`config.mk`:
```
export PLATFORM = sky130hd
export DESIGN_NAME = mem_loader
export DESIGN_NICKNAME = d
export VERILOG_FILES = /design/src/rtl/mem_loader.sv
export SDC_FILE = /design/constraint.sdc
export NUM_CORES = 1
export LEC_CHECK = 0
export ABC_AREA = 1
export ABC_CLOCK_PERIOD_IN_PS = 10500
export CAP_MARGIN = 5
export CORE_ASPECT_RATIO = 1.5
export CORE_UTILIZATION = 35
export CTS_CLUSTER_DIAMETER = 120
export DETAILED_ROUTE_END_ITERATION = 6
export PLACE_DENSITY = 0.65
export SLEW_MARGIN = 10
export SYNTH_ARGS = -nofsm -noshare
export SYNTH_HDL_FRONTEND = slang
export SYNTH_SLANG_ARGS = --single-unit
```
`constraint.sdc`:
```
create_clock -name clk -period 10.5 [get_ports clk]
set_clock_uncertainty 0.2 [all_clocks]
set_input_delay 1.575 -clock clk [delete_from_list [all_inputs] [get_ports clk]]
set_output_delay 1.575 -clock clk [all_outputs]
set_load 0.05 [all_outputs]
```
`src/rtl/mem_loader.sv`:
```
// rtl/mem_loader.sv - byte-stream loader that fills a memory through its write port
//
// Accepts bytes over a valid/ready handshake and packs each group of four,
// little-endian, into a 32-bit word. Each word is written with a one-cycle
// regWE strobe at ADDR_BASE + n*ADDR_STEP. The block reports done after
// WORD_COUNT words have been written.
//
// Optional feature: define LOADER_CHECKSUM_EN to add the checksum output,
// which is the XOR of every word written in the current run.
//
// Ports:
//   clk       in   1   single clock, rising edge
//   reset     in   1   asynchronous, active-high
//   start     in   1   begin a run (honoured in IDLE or DONE only)
//   in_valid  in   1   in_byte holds a valid byte
//   in_byte   in   8   stream byte
//   in_ready  out  1   loader accepts a byte this cycle
//   regWE     out  1   memory write strobe, one cycle per word
//   Addr      out  32  memory byte address
//   DataIn    out  32  memory write data
//   busy      out  1   high while loading or writing
//   done      out  1   high once the run is complete
//   checksum  out  32  (LOADER_CHECKSUM_EN only) XOR of words written this run
module mem_loader #(
  parameter logic [31:0] ADDR_BASE  = 32'd0,
  parameter logic [31:0] ADDR_STEP  = 32'd4,
  parameter logic [31:0] WORD_COUNT = 32'd16
) (
  input  logic        clk,
  input  logic        reset,
  input  logic        start,
  input  logic        in_valid,
  input  logic [7:0]  in_byte,
  output logic        in_ready,
  output logic        regWE,
  output logic [31:0] Addr,
  output logic [31:0] DataIn,
  output logic        busy,
  output logic        done
`ifdef LOADER_CHECKSUM_EN
  ,
  output logic [31:0] checksum
`endif
);

  typedef enum logic [1:0] {
    S_IDLE  = 2'd0,
    S_LOAD  = 2'd1,
    S_WRITE = 2'd2,
    S_DONE  = 2'd3
  } state_t;

  state_t      state_q, state_d;
  logic [1:0]  byte_cnt_q, byte_cnt_d;
  logic [31:0] word_cnt_q, word_cnt_d;
  // Only bytes 0..2 need buffering; byte 3 goes straight into the word.
  logic [23:0] buf_q, buf_d;
  logic [31:0] addr_q, addr_d;
  logic [31:0] data_q, data_d;
  logic        in_ready_q, in_ready_d;
  logic        we_q, we_d;
  logic        busy_q, busy_d;
  logic        done_q, done_d;
`ifdef LOADER_CHECKSUM_EN
  logic [31:0] chk_q, chk_d;
`endif

  always_comb begin
    state_d    = state_q;
    byte_cnt_d = byte_cnt_q;
    word_cnt_d = word_cnt_q;
    buf_d      = buf_q;
    addr_d     = addr_q;
    data_d     = data_q;
`ifdef LOADER_CHECKSUM_EN
    chk_d      = chk_q;
`endif

    case (state_q)
      S_IDLE, S_DONE: begin
        if (start) begin
          addr_d     = ADDR_BASE;
          byte_cnt_d = 2'd0;
          word_cnt_d = 32'd0;
          buf_d      = 24'd0;
`ifdef LOADER_CHECKSUM_EN
          chk_d      = 32'd0;
`endif
          state_d    = (WORD_COUNT == 32'd0) ? S_DONE : S_LOAD;
        end
      end

      S_LOAD: begin
        if (in_valid) begin
          byte_cnt_d = byte_cnt_q + 2'd1;
          case (byte_cnt_q)
            2'd0:    buf_d[7:0]   = in_byte;
            2'd1:    buf_d[15:8]  = in_byte;
            2'd2:    buf_d[23:16] = in_byte;
            default: begin
              data_d  = {in_byte, buf_q};
              state_d = S_WRITE;
            end
          endcase
        end
      end

      S_WRITE: begin
        addr_d     = addr_q + ADDR_STEP;
        word_cnt_d = word_cnt_q + 32'd1;
`ifdef LOADER_CHECKSUM_EN
        chk_d      = chk_q ^ data_q;
`endif
        state_d    = (word_cnt_q + 32'd1 == WORD_COUNT) ? S_DONE : S_LOAD;
      end

      default: state_d = S_IDLE;
    endcase

    // Status outputs are registered from the next state so each one is a
    // plain flop with no combinational path from the inputs.
    in_ready_d = (state_d == S_LOAD);
    we_d       = (state_d == S_WRITE);
    busy_d     = (state_d == S_LOAD) || (state_d == S_WRITE);
    done_d     = (state_d == S_DONE);
  end

  always_ff @(posedge clk or posedge reset) begin
    if (reset) begin
      state_q    <= S_IDLE;
      byte_cnt_q <= 2'd0;
      word_cnt_q <= 32'd0;
      buf_q      <= 24'd0;
      addr_q     <= ADDR_BASE;
      data_q     <= 32'd0;
      in_ready_q <= 1'b0;
      we_q       <= 1'b0;
      busy_q     <= 1'b0;
      done_q     <= 1'b0;
`ifdef LOADER_CHECKSUM_EN
      chk_q      <= 32'd0;
`endif
    end else begin
      state_q    <= state_d;
      byte_cnt_q <= byte_cnt_d;
      word_cnt_q <= word_cnt_d;
      buf_q      <= buf_d;
      addr_q     <= addr_d;
      data_q     <= data_d;
      in_ready_q <= in_ready_d;
      we_q       <= we_d;
      busy_q     <= busy_d;
      done_q     <= done_d;
`ifdef LOADER_CHECKSUM_EN
      chk_q      <= chk_d;
`endif
    end
  end

  assign in_ready = in_ready_q;
  assign regWE    = we_q;
  assign Addr     = addr_q;
  assign DataIn   = data_q;
  assign busy     = busy_q;
  assign done     = done_q;
`ifdef LOADER_CHECKSUM_EN
  assign checksum = chk_q;
`endif

endmodule

```
; ---- Word level (Yosys, flattened, before mapping)
; Cells that the tools add are included.
[totals]
regBits = 128
latch_bits = 0
ram_bits = 0
rom_bits = 0
inputBits = 12
output_inout_bits = 68
word_cells = 60
n_memories = 0
[op_classes]
n_addsub = 3
multipliers = 0
div = 0
n_lt_le_gt_ge = 0
eq_ne = 14
shift = 0
n_mux = 17
bitwise = 1
reduce_logical = 13
[ops]
columns = operator, n
row1 = case mux 32 bit (2 select lines), 2
row2 = two-way mux 24 bit, 2
row3 = case mux 24 bit (2 select lines), 1
row4 = adder 32 x 1 -> 32 bit (second input constant), 1
row5 = adder 32 x 3 -> 32 bit (second input constant), 1
row6 = equality test 32 x 5 -> 1 bit (second input constant), 1
row7 = two-way mux 32 bit, 1
row8 = two-way mux 8 bit, 3
row9 = two-way mux 2 bit, 6
row10 = AND reduction 4 bit, 3
row11 = equality test 2 bit (second input constant), 5
row12 = equality test 2 x 1 -> 1 bit (second input constant), 3
row13 = inequality test 2 bit (second input constant), 3
row14 = case mux 2 bit (3 select lines), 1
row15 = AND reduction 3 bit, 2
row16 = logical NOT 2 bit, 2
row17 = inequality test 2 x 1 -> 1 bit (second input constant), 2
row18 = case mux 2 bit (2 select lines), 1
row19 = nonzero test 2 bit, 2
row20 = OR reduction 3 bit, 1
row21 = adder 2 x 1 -> 2 bit (second input constant), 1
row22 = AND reduction 2 bit, 1
row23 = OR reduction 2 bit, 1
row24 = logical OR 1 bit, 1
row25 = NOT 1 bit, 1

; ---- Depth between registers and ports, before layout
[depth]
depth_word = 7
ltp_mapped = 17
depth_no_buf = 17

; ---- Worst setup path before layout
; Ideal clock, no wire load.
[synth_timing]
kind = input to register
start = in start
end = reg addr_q[18], in the netlist Addr[18]
setup_ns = 0.123
arrival_time_ns = 2.573
t_required_ns = 10.177
setup_slack_ns = 7.603
path_stages = 8
path_buffers = 0
path_cell_list = nor2_1 > nor2_4 > nand4_1 > or2_2 > nor2_1 > nand2_1 > o21ai_0 > a21oi_1
[synth_between]
elab_chain_cells = 2
[synth_rtl]
columns = item, line
row1 = from (decl), 31  ; input logic start,
row2 = inequality test 2 bit (no line), n/a
row3 = AND reduction 2 bit (no line), n/a
row4 = to (signal assigned), 148  ; addr_q <= addr_d;
row5 = to (decl), 58  ; logic [31:0] addr_q, addr_d;
; No other way between the ends.
; A chain may end at the register's enable or synchronous reset.

; ---- Worst setup path after layout
[layout_timing]
start = in start
end = reg addr_q[25], in the netlist Addr[25]
; The elaborated chain is that of the path after synthesis.

==> reports/metrics.cfg <==
[placement]
hpwl_um = 11250
gp_congestion = 0.8366
place_area_sq_um = 7331
port_buffers = 77

[sta]
relSlewSlack_pct = 31.17
setup_violations = 0
period_needed_ps = 4210
worst_pin_slew_ps = 1026
finalCritPeriodShare_pct = 40.09
timing.final.hold_violations = 0
max_freq_ghz = 0.2376
maxSlewViolCount = 0
rsz0062_at_grt = no
hold_ws_ps = 283.2
tns_ps = 0

[critical_path]
critPathKind = in2reg
critical_path.startpoint = start
crit_family = simple AND/OR/NAND/NOR gates
r2r_start = state_q[0]
crit_chain = clkdlybuf4s50_1 -> nor2_1 -> nor2_4 -> nand2_1 -> inv_1 -> a31oi_1 -> o21a_1
crit_required_ps = 10600
max_stage_delay_ps = 740
reg2reg_depth = 9
endpoint = Addr[25]
arrival_ps = 4310
slowest_stage = nor2_4
cp-end-kind = register
ff2ff_setup_slack_ps = 7040
worstSetupStartpointType = primary input
path_buf_inv = 2
critPathMaxFanout = 43
cp_num_cells = 7
r2r_end = Addr[25]

[floorplanning]
fp-row-count = 59
design.core.area_sq_um = 17570
dieArea_sq_um = 18660
start_util_pct = 36.08
ioPinCount = 80
fp.dieH_um = 166.8
die_w_um = 111.9

[drt]
via_count = 5262
drtIter0Drc = 209
vias_per_cell = 4.859
wirelength_um = 15490
wl_per_cell_um = 14.30
drc = 1
drtAntennaViolNets = 0
firstDrtPassIters = 7

[logic_synthesis]
syn_area_sq_um = 6339
post_synth.cell_area_avg_sq_um = 8.189
yosysSeqAreaShare_pct = 49.74
synthCells = 774
ys_seq_elements = 126
yosysWarnings = 0
synthArstFlopShare_pct = 100.0
synthDistinctLibCells = 38
ys.flop_type = dfrtp_1
synth-edff-count = 0

[status]
violations = design-rule violations
outcome = finished, violations left

[layout]
fin_util_pct = 45.14
diodes = 0
layout_commonest_cell = nand2_1
drive_above_1_share_pct = 10.11
area_growth_pct = 25.11
num-nets-final = 880
final_cell_mix = nand2_1, dfrtp_1, inv_1, nor2_1, clkdlybuf4s50_1
design_area_sq_um = 7930

[grt]
grt_max_degree = 71
grt_pass1_vias = 5228
grt_pass1_wl_um = 26120
grt_overflow = 0
antenna_found_initial = 0
grtUsageTotal_pct = 17.63

[clock_tree]
cts-htree-levels = 4
cts-resized-gates = 0
clkLatencyLatePin_ps = 410
cts_tree = built
cts_hold_repair.buffers = 0
clock_path_buffers = 2
root_buffer = clkbuf_16
path_clk_slew_ps = 70
cts_sinks = 126
postCtsSetupBuffers = 0
cts_buffers = 17

[pwr]
power_density_nw_per_um2 = 222.6
ir_drop_mv = 0.2133
power_leakage_nw = 3.557
fin_total_pwr_mw = 1.766

[hold_path]
holdCritPathClass = reg2reg

[flow_run]
max_cap_viol_count = 0

## cells in the mapped netlist (2+ instances only)
| library cell | count | share of area (%) |
|---|---|---|
| nand2_2 | 4 | 0.39 |
| inv_1 | 83 | 4.9 |
| o22ai_1 | 7 | 0.69 |
| buf_2 | 2 | 0.16 |
| o21ai_0 | 71 | 5.6 |
| dfrtp_1 | 126 | 50 |
| a21oi_1 | 21 | 1.7 |
| nand4_1 | 11 | 1.1 |
| nor4_1 | 4 | 0.39 |
| o21ai_1 | 3 | 0.24 |
| or2_2 | 2 | 0.20 |
| ha_1 | 11 | 2.2 |
| o21a_1 | 3 | 0.36 |
| nor2_4 | 7 | 1.2 |
| buf_1 | 4 | 0.24 |
| a22o_1 | 2 | 0.28 |
| buf_4 | 2 | 0.24 |
| mux2_2 | 32 | 5.7 |
| nand2_1 | 223 | 13 |
| xor2_1 | 3 | 0.41 |
| clkbuf_1 | 9 | 0.53 |
| nor2_1 | 79 | 4.7 |
| nand3_1 | 39 | 3.1 |
| nor3_1 | 9 | 0.71 |
| nor2_2 | 3 | 0.30 |
| a31oi_1 | 2 | 0.20 |
## per-stage QoR
stage / worst slack [ps] / cells
after detailed placement: 5880 / 1051
after global placement: 5976 / 1051
after global routing: 6075 / 1083
after CTS: 6320 / 1083
after floorplan: 5369 / 775
final: 6290 / 1083
## state kept, by name, summed over array words and instances, names as in the netlist
name        count
Addr           30
DataIn         32
buf_q          24
busy            1
byte_cnt_q      2
done            1
in_ready        1
regWE           1
state_q         2
word_cnt_q     32
## per-layer routing
layer	up-vias	GRT usage (%)	wire, um
li1	2681	-	-
met1	2462	19.64	6326
met2	97	32.30	8157
met3	22	3.930	702
met4	0	6.698	301
met5	-	0	0
## worst reg2reg max path, delay by kind of cell (launching register included)
| kind | cells | cell delay (ps) |
|---|---|---|
| compound gates | 2 | 200 |
| fa+ha+maj | 1 | 320 |
| buf+inv | 3 | 690 |
| flops | 1 | 370 |
| simple gates | 3 | 1590 |
## logic make-up after synthesis
family | after synthesis | share of synthesized area [%]
AOI/OAI and AO/OA | 111 | 9.317
xor gates and xnor gates | 3 | 0.4146
adders and majority gates | 11 | 2.171
buffers and inverters | 102 | 6.198
DFF | 126 | 49.74
muxes | 32 | 5.685
other | 1 | 0.05916
and+or+nand+nor | 388 | 26.41
## worst min-delay path by stage
stage | cells past startpoint | slack [ps] | start | endpoint
finish | 2 | 280 | buf_q[19] | buf_q[19]
global route | 2 | 300 | buf_q[22] | buf_q[22]
CTS | 2 | 290 | buf_q[22] | buf_q[22]
detailed placement | 2 | 270 | buf_q[22] | buf_q[22]
global placement | 2 | 260 | buf_q[8] | buf_q[8]
floorplan | 2 | 250 | buf_q[0] | buf_q[0]
## power by group
group / internal [mW] / total (mW) / switching, mW / leakage [nW]
Combinational: 0.161 / 0.550 / 0.389 / 1.56
Sequential: 0.570 / 0.613 / 0.0425 / 1.71
Clock: 0.358 / 0.603 / 0.245 / 0.289
Total: 1.09 / 1.77 / 0.676 / 3.56
## layout make-up
| class | count | area (sq um) |
|---|---|---|
| fillers | 1704 | 9639 |
| flip-flops and latches | 126 | 3153 |
| multi-input cells | 547 | 2796 |
| repair buffers | 80 | 793.3 |
| clock buffers | 17 | 425.4 |
| inverters | 85 | 321.6 |
| well taps | 213 | 266.5 |
| clock inverters | 15 | 173.9 |
Note: power is estimated with default switching activity, not from simulation.
